<file path="src/rtl/dmem_arbiter_pkg.sv">
// Shared types and helpers for the data-memory arbiter between the
// pipeline MEM stage and the debug/loader port.
package dmem_arbiter_pkg;

    // Arbiter ownership state: CPU-priority arbitration or debugger-owned.
    typedef enum logic {
        ARB_CPU      = 1'b0,
        ARB_DBG_LOCK = 1'b1
    } arb_state_t;

    // One memory access request; the same shape is used for both ports.
    typedef struct packed {
        logic        req;
        logic        we;
        logic [31:0] addr;
        logic [31:0] wdata;
        logic [2:0]  width;
    } dmem_req_t;

    // Byte address falls inside the data memory (compared at 32 bits).
    function automatic logic addr_in_range(input logic [31:0] addr,
                                           input logic [31:0] depth);
        return (addr < depth);
    endfunction

endpackage

</file>
<file path="src/rtl/dmem_arbiter.sv">
// Data-memory arbiter: shares the single-port data memory between the CPU
// MEM stage and the debug/loader port. CPU has default priority, a
// starvation counter forces DBG ahead after STARVE_LIMIT denied cycles,
// and a DBG lock keeps memory with the debugger across multi-cycle
// sequences. Grants are combinational so load data returns in the grant
// cycle.
module dmem_arbiter
    import dmem_arbiter_pkg::*;
#(
    parameter int unsigned DMEM_DEPTH   = 4096,
    parameter int unsigned STARVE_LIMIT = 8
) (
    input  logic        clk,
    input  logic        rst_n,
    input  logic        cpu_req,
    input  logic        cpu_we,
    input  logic [31:0] cpu_addr,
    input  logic [31:0] cpu_wdata,
    input  logic [2:0]  cpu_width,
    output logic        cpu_gnt,
    output logic        cpu_stall,
    output logic        cpu_err,
    output logic [31:0] cpu_rdata,
    input  logic        dbg_req,
    input  logic        dbg_we,
    input  logic [31:0] dbg_addr,
    input  logic [31:0] dbg_wdata,
    input  logic [2:0]  dbg_width,
    input  logic        dbg_lock,
    output logic        dbg_gnt,
    output logic        dbg_err,
    output logic [31:0] dbg_rdata,
    output logic [31:0] mem_addr,
    output logic [31:0] mem_wdata,
    output logic [2:0]  mem_width,
    output logic        mem_read,
    output logic        mem_write,
    input  logic [31:0] mem_rdata
);

    localparam logic [31:0] DEPTH_C     = 32'(DMEM_DEPTH);
    localparam logic [7:0]  STARVE_LIM_C = 8'(STARVE_LIMIT);

    arb_state_t  state_r;
    arb_state_t  state_nxt_s;
    logic [7:0]  starve_cnt_r;
    logic [7:0]  starve_cnt_nxt_s;
    dmem_req_t   cpu_s;
    dmem_req_t   dbg_s;
    logic        cpu_gnt_s;
    logic        dbg_gnt_s;
    logic        cpu_in_range_s;
    logic        dbg_in_range_s;
    logic        sel_we_s;
    logic        sel_in_range_s;

    assign cpu_s = '{req: cpu_req, we: cpu_we, addr: cpu_addr,
                     wdata: cpu_wdata, width: cpu_width};
    assign dbg_s = '{req: dbg_req, we: dbg_we, addr: dbg_addr,
                     wdata: dbg_wdata, width: dbg_width};

    assign cpu_in_range_s = addr_in_range(cpu_s.addr, DEPTH_C);
    assign dbg_in_range_s = addr_in_range(dbg_s.addr, DEPTH_C);

    // Grant decision; reset forces both grants low so no strobe can fire.
    always_comb begin
        cpu_gnt_s = 1'b0;
        dbg_gnt_s = 1'b0;
        if (!rst_n) begin
            cpu_gnt_s = 1'b0;
            dbg_gnt_s = 1'b0;
        end else begin
            case (state_r)
                ARB_CPU: begin
                    if (dbg_s.req && (!cpu_s.req || (starve_cnt_r == STARVE_LIM_C))) begin
                        dbg_gnt_s = 1'b1;
                    end else if (cpu_s.req) begin
                        cpu_gnt_s = 1'b1;
                    end else begin
                        cpu_gnt_s = 1'b0;
                    end
                end
                ARB_DBG_LOCK: begin
                    if (dbg_s.req) begin
                        dbg_gnt_s = 1'b1;
                    end else begin
                        dbg_gnt_s = 1'b0;
                    end
                end
                default: begin
                    cpu_gnt_s = 1'b0;
                    dbg_gnt_s = 1'b0;
                end
            endcase
        end
    end

    // Next ownership state: enter lock on a locked DBG grant, leave when
    // DBG drops the request or the lock (that cycle's access still runs).
    always_comb begin
        state_nxt_s = state_r;
        case (state_r)
            ARB_CPU: begin
                if (dbg_gnt_s && dbg_lock) begin
                    state_nxt_s = ARB_DBG_LOCK;
                end else begin
                    state_nxt_s = ARB_CPU;
                end
            end
            ARB_DBG_LOCK: begin
                if (dbg_s.req && dbg_lock) begin
                    state_nxt_s = ARB_DBG_LOCK;
                end else begin
                    state_nxt_s = ARB_CPU;
                end
            end
            default: state_nxt_s = ARB_CPU;
        endcase
    end

    // Starvation counter: counts consecutive denied DBG cycles, saturating.
    always_comb begin
        starve_cnt_nxt_s = 8'd0;
        if (state_r == ARB_DBG_LOCK) begin
            starve_cnt_nxt_s = 8'd0;
        end else if (dbg_s.req && !dbg_gnt_s) begin
            if (starve_cnt_r < STARVE_LIM_C) begin
                starve_cnt_nxt_s = starve_cnt_r + 8'd1;
            end else begin
                starve_cnt_nxt_s = starve_cnt_r;
            end
        end else begin
            starve_cnt_nxt_s = 8'd0;
        end
    end

    // State and counter registers; reset drops any held DBG lock.
    always_ff @(posedge clk or negedge rst_n) begin
        if (!rst_n) begin
            state_r      <= ARB_CPU;
            starve_cnt_r <= 8'd0;
        end else begin
            state_r      <= state_nxt_s;
            starve_cnt_r <= starve_cnt_nxt_s;
        end
    end

    // Memory mux (CPU drives the bus when idle) and gated strobes.
    always_comb begin
        if (dbg_gnt_s) begin
            mem_addr       = dbg_s.addr;
            mem_wdata      = dbg_s.wdata;
            mem_width      = dbg_s.width;
            sel_we_s       = dbg_s.we;
            sel_in_range_s = dbg_in_range_s;
        end else begin
            mem_addr       = cpu_s.addr;
            mem_wdata      = cpu_s.wdata;
            mem_width      = cpu_s.width;
            sel_we_s       = cpu_s.we;
            sel_in_range_s = cpu_in_range_s;
        end
        mem_read  = (cpu_gnt_s || dbg_gnt_s) && !sel_we_s && sel_in_range_s;
        mem_write = (cpu_gnt_s || dbg_gnt_s) && sel_we_s && sel_in_range_s;
    end

    // Per-port status and read data; out-of-range loads return zero.
    always_comb begin
        cpu_gnt   = cpu_gnt_s;
        dbg_gnt   = dbg_gnt_s;
        cpu_stall = rst_n && cpu_s.req && !cpu_gnt_s;
        cpu_err   = cpu_gnt_s && !cpu_in_range_s;
        dbg_err   = dbg_gnt_s && !dbg_in_range_s;
        if (cpu_gnt_s && !cpu_s.we && cpu_in_range_s) begin
            cpu_rdata = mem_rdata;
        end else begin
            cpu_rdata = 32'h0000_0000;
        end
        if (dbg_gnt_s && !dbg_s.we && dbg_in_range_s) begin
            dbg_rdata = mem_rdata;
        end else begin
            dbg_rdata = 32'h0000_0000;
        end
    end

endmodule

</file>
<file path="config.mk">
export PLATFORM = sky130hd
export DESIGN_NAME = dmem_arbiter
export DESIGN_NICKNAME = d
export VERILOG_FILES = /design/src/rtl/dmem_arbiter_pkg.sv /design/src/rtl/dmem_arbiter.sv
export SDC_FILE = /design/constraint.sdc
export NUM_CORES = 1
export LEC_CHECK = 0
export CORE_AREA = 4 4 118 120
export CTS_CLUSTER_DIAMETER = 40
export CTS_CLUSTER_SIZE = 40
export DETAILED_ROUTE_END_ITERATION = 8
export DIE_AREA = 0 0 122 124
export SYNTH_ARGS = -nofsm -noshare
export SYNTH_HDL_FRONTEND = slang
export SYNTH_SLANG_ARGS = --single-unit
</file>
<file path="constraint.sdc">
create_clock -name clk -period 3.1 [get_ports clk]
set_input_delay 0.465 -clock clk [delete_from_list [all_inputs] [get_ports clk]]
set_output_delay 0.465 -clock clk [all_outputs]
set_load 0.01 [all_outputs]
</file>
==> run summary, run 1 <==
status: finished, final reports clean
top_reg_cell synth: dfrtp_1
Residual DRC: 0
Yosys cell types: 31
Skew-Pair Late Insertion Delay: 0.23 ns
critical path capture point type: output port
Synth Instances: 214
maxcap violations: 0
Leakage: 2.45 nW
vias in the first global route: 3,319
clock skew: 0.000772 ns
met2 Usage GRT: 0.313
Crit Path Max Fanout: 8
GRT overflow: 0
setup_tns: 0 ns
Post-DP HPWL: 11,400 µm
Compound-Gate Fraction of Synth Area: 0.0406
syn_area_per_cell: 8.64 µm²
fin crit period: 3.04 ns
Hold-fix buffers, CTS: 0
Setup crit start kind: register
Ys Warns: 0
FP Rows: 42
Tightest Pin Transition: 0.414 ns
commonest non-fill, non-tap cells in the layout: 177 x clkdlybuf4s50_1, 78 x dlygate4sd2_1, 68 x and2_1
I/O pins: 311
Synth Area in Simple Gates: 0.356
RD Place Congestion: 0.852
final setup violation count: 0
worst vdd ir: 0.158 mV
DRT antenna net count: 0
CTS clk-pin slew, worst paths: 0.04 ns
height of the die: 124 µm
Peak Freq: 329 MHz
ys async rst share: 1.00
main area contributors after synthesis: mux2_2 38%, and2_1 23%, dfrtp_1 12%
WL per Instance: 19.4 µm
register area share after synthesis: 0.122
Max clock buf depth: 2
GR peak layer: met2
Slew Limit Fails: 0
clk root buf: clkbuf_16
worst endpoint required time: 2.63 ns
Post-Synth XOR/XNOR Area: 0.00948
Final Hold Fails: 0
CTS buffer count: 3
DRT iter0 DRCs: 76
worst hold-check path type: reg2reg
initial antenna violation count: 1
Synth Area in Adders: 0.0135
Synth Cell Area: 1850 µm²
GR Util met1: 0.172
Worst slew margin: 0.721
largest family of logic cells by synthesized area: multiplexers
Tot GR Track Use: 0.164
# port buffers: 310
largest area contributor in the netlist: mux2_2
hold_ws: 0.484 ns
commonest non-fill, non-tap cell in the layout: clkdlybuf4s50_1
Post-Place Cells: 701
GRT met3 Usage: 0.0481
largest net degree at the start of global routing: 18
power per cell area: 162 nW/µm²
Die Span X: 122 µm
clock sinks: 9
vias: 3,005
post-synthesis mux area share: 0.408
core area: 13,000 µm²
WS Path Type: reg2out
FF+latch count, synth: 9
WL final: 14,100 µm
via/cell ratio: 4.14
H-tree lvl count: 1
Area Overhead vs Synth: 200%
first-pass GRT wire length: 19,000 µm
nets: 724
Critical Path AT: 2.58 ns
number of flops mapped to enable cells by yosys: 0
final non-filler cell total: 725
Pre-antenna DRT Iters: 4
syn nets: 389
die area: 15,100 µm²
# fillers: 1,297
CTS tree: yes
Starting Density: 0.142
Synth top area share: 0.378
layout cells sized above 1: 0.245
fin crit share: 0.982
unrepaired setup endpoints after global routing: yes
[per-layer routing]
metal / part of all wire / up-vias
li1: - / 1424
met1: 0.34 / 1362
met2: 0.52 / 196
met3: 0.11 / 23
met4: 0.025 / 0
met5: 0 / -
[logic make-up after synthesis]
kind of cell    count (synthesis)
fa+ha+maj                       2
mux                            67
flops                           9
xor+xnor                        2
simple gates                  108
buf+inv                        17
compound gates                  9
[metrics by stage]
step	instance area, µm²	worst slack (ns)	util	power, mW
after floorplan	1850	0.461	-	0.273
after global placement	5250	-0.200	0.404	0.682
after detailed placement	5250	-0.213	0.404	0.684
after CTS	5440	0.0172	0.419	0.894
after global routing	5540	-0.0334	0.427	0.944
final	5540	0.0563	0.427	0.897
[critical path, stage by stage (launching register included)]
cell and delay, ns:
dfrtp_1 0.37, or4_4 0.55, o31a_4 0.34, nor2_4 0.11, buf_12 0.18, clkbuf_16 0.17
mux2_1 0.32, dlygate4sd2_1 0.29
[flip-flops by register name, indices dropped and copies added, names as in the netlist]
register      flops
starve_cnt_r      8
state_r           1
[timing repair]
| item | 4_1_cts | 5_1_grt |
|---|---|---|
| endpoints found under the setup margin | 133 | 86 |
| hold endpoints to repair | 0 | 0 |
| gates cloned | 5 | 3 |
| pin swaps | 11 | 3 |
| gates resized for setup | 172 | 58 |
| setup buffers | 10 | 1 |
[power breakdown]
group | internal (mW) | switching, mW | total, mW
Sequential | 0.121 | 0.00336 | 0.124
Combinational | 0.363 | 0.188 | 0.551
Clock | 0.171 | 0.0507 | 0.222
[synthesized netlist by cell type (2+ instances only)]
cell type	instances
dfrtp_1	9
xnor2_1	2
clkbuf_2	3
buf_2	5
and2_1	68
mux2_1	5
o21a_1	2
o21ai_0	2
ha_1	2
nor4_1	11
nand2_1	6
inv_1	3
mux2_2	62
buf_6	2
nor3_1	2
nand3_1	3
nor2_1	10
nor3b_1	2
clkbuf_1	3
[path summary, 6_finish.rpt]
path,from,end,slack [ns],cells after the start
worst max-delay path,starve_cnt_r[5],mem_wdata[22],0.06,7
worst min-delay path,starve_cnt_r[7],starve_cnt_r[7],0.48,1
worst max register to register,starve_cnt_r[5],starve_cnt_r[0],0.97,6
worst min register to register,starve_cnt_r[7],starve_cnt_r[7],0.48,1
max in group asynchronous,rst_n,starve_cnt_r[7],2.34,2
min in group asynchronous,rst_n,starve_cnt_r[0],0.63,2
[cell type report]
class,instances,area (µm²),area share
Antenna cell,1,2.50,0.000452
Clock buffer,4,78.8,0.0142
Inverter,3,11.3,0.00203
Multi-Input combinational cell,188,1590,0.286
Sequential cell,9,225,0.0406
Tap cell,176,220,0.0397
Timing Repair Buffer,344,3420,0.617
No activity file was read; power rests on OpenSTA's default activity.
==> run 2: changes to the inputs <==
- CTS_CLUSTER_SIZE: 40 -> not set
==> results of run 2 <==
Same layout as run 1: the final DEF is identical, and so are final timing and power.
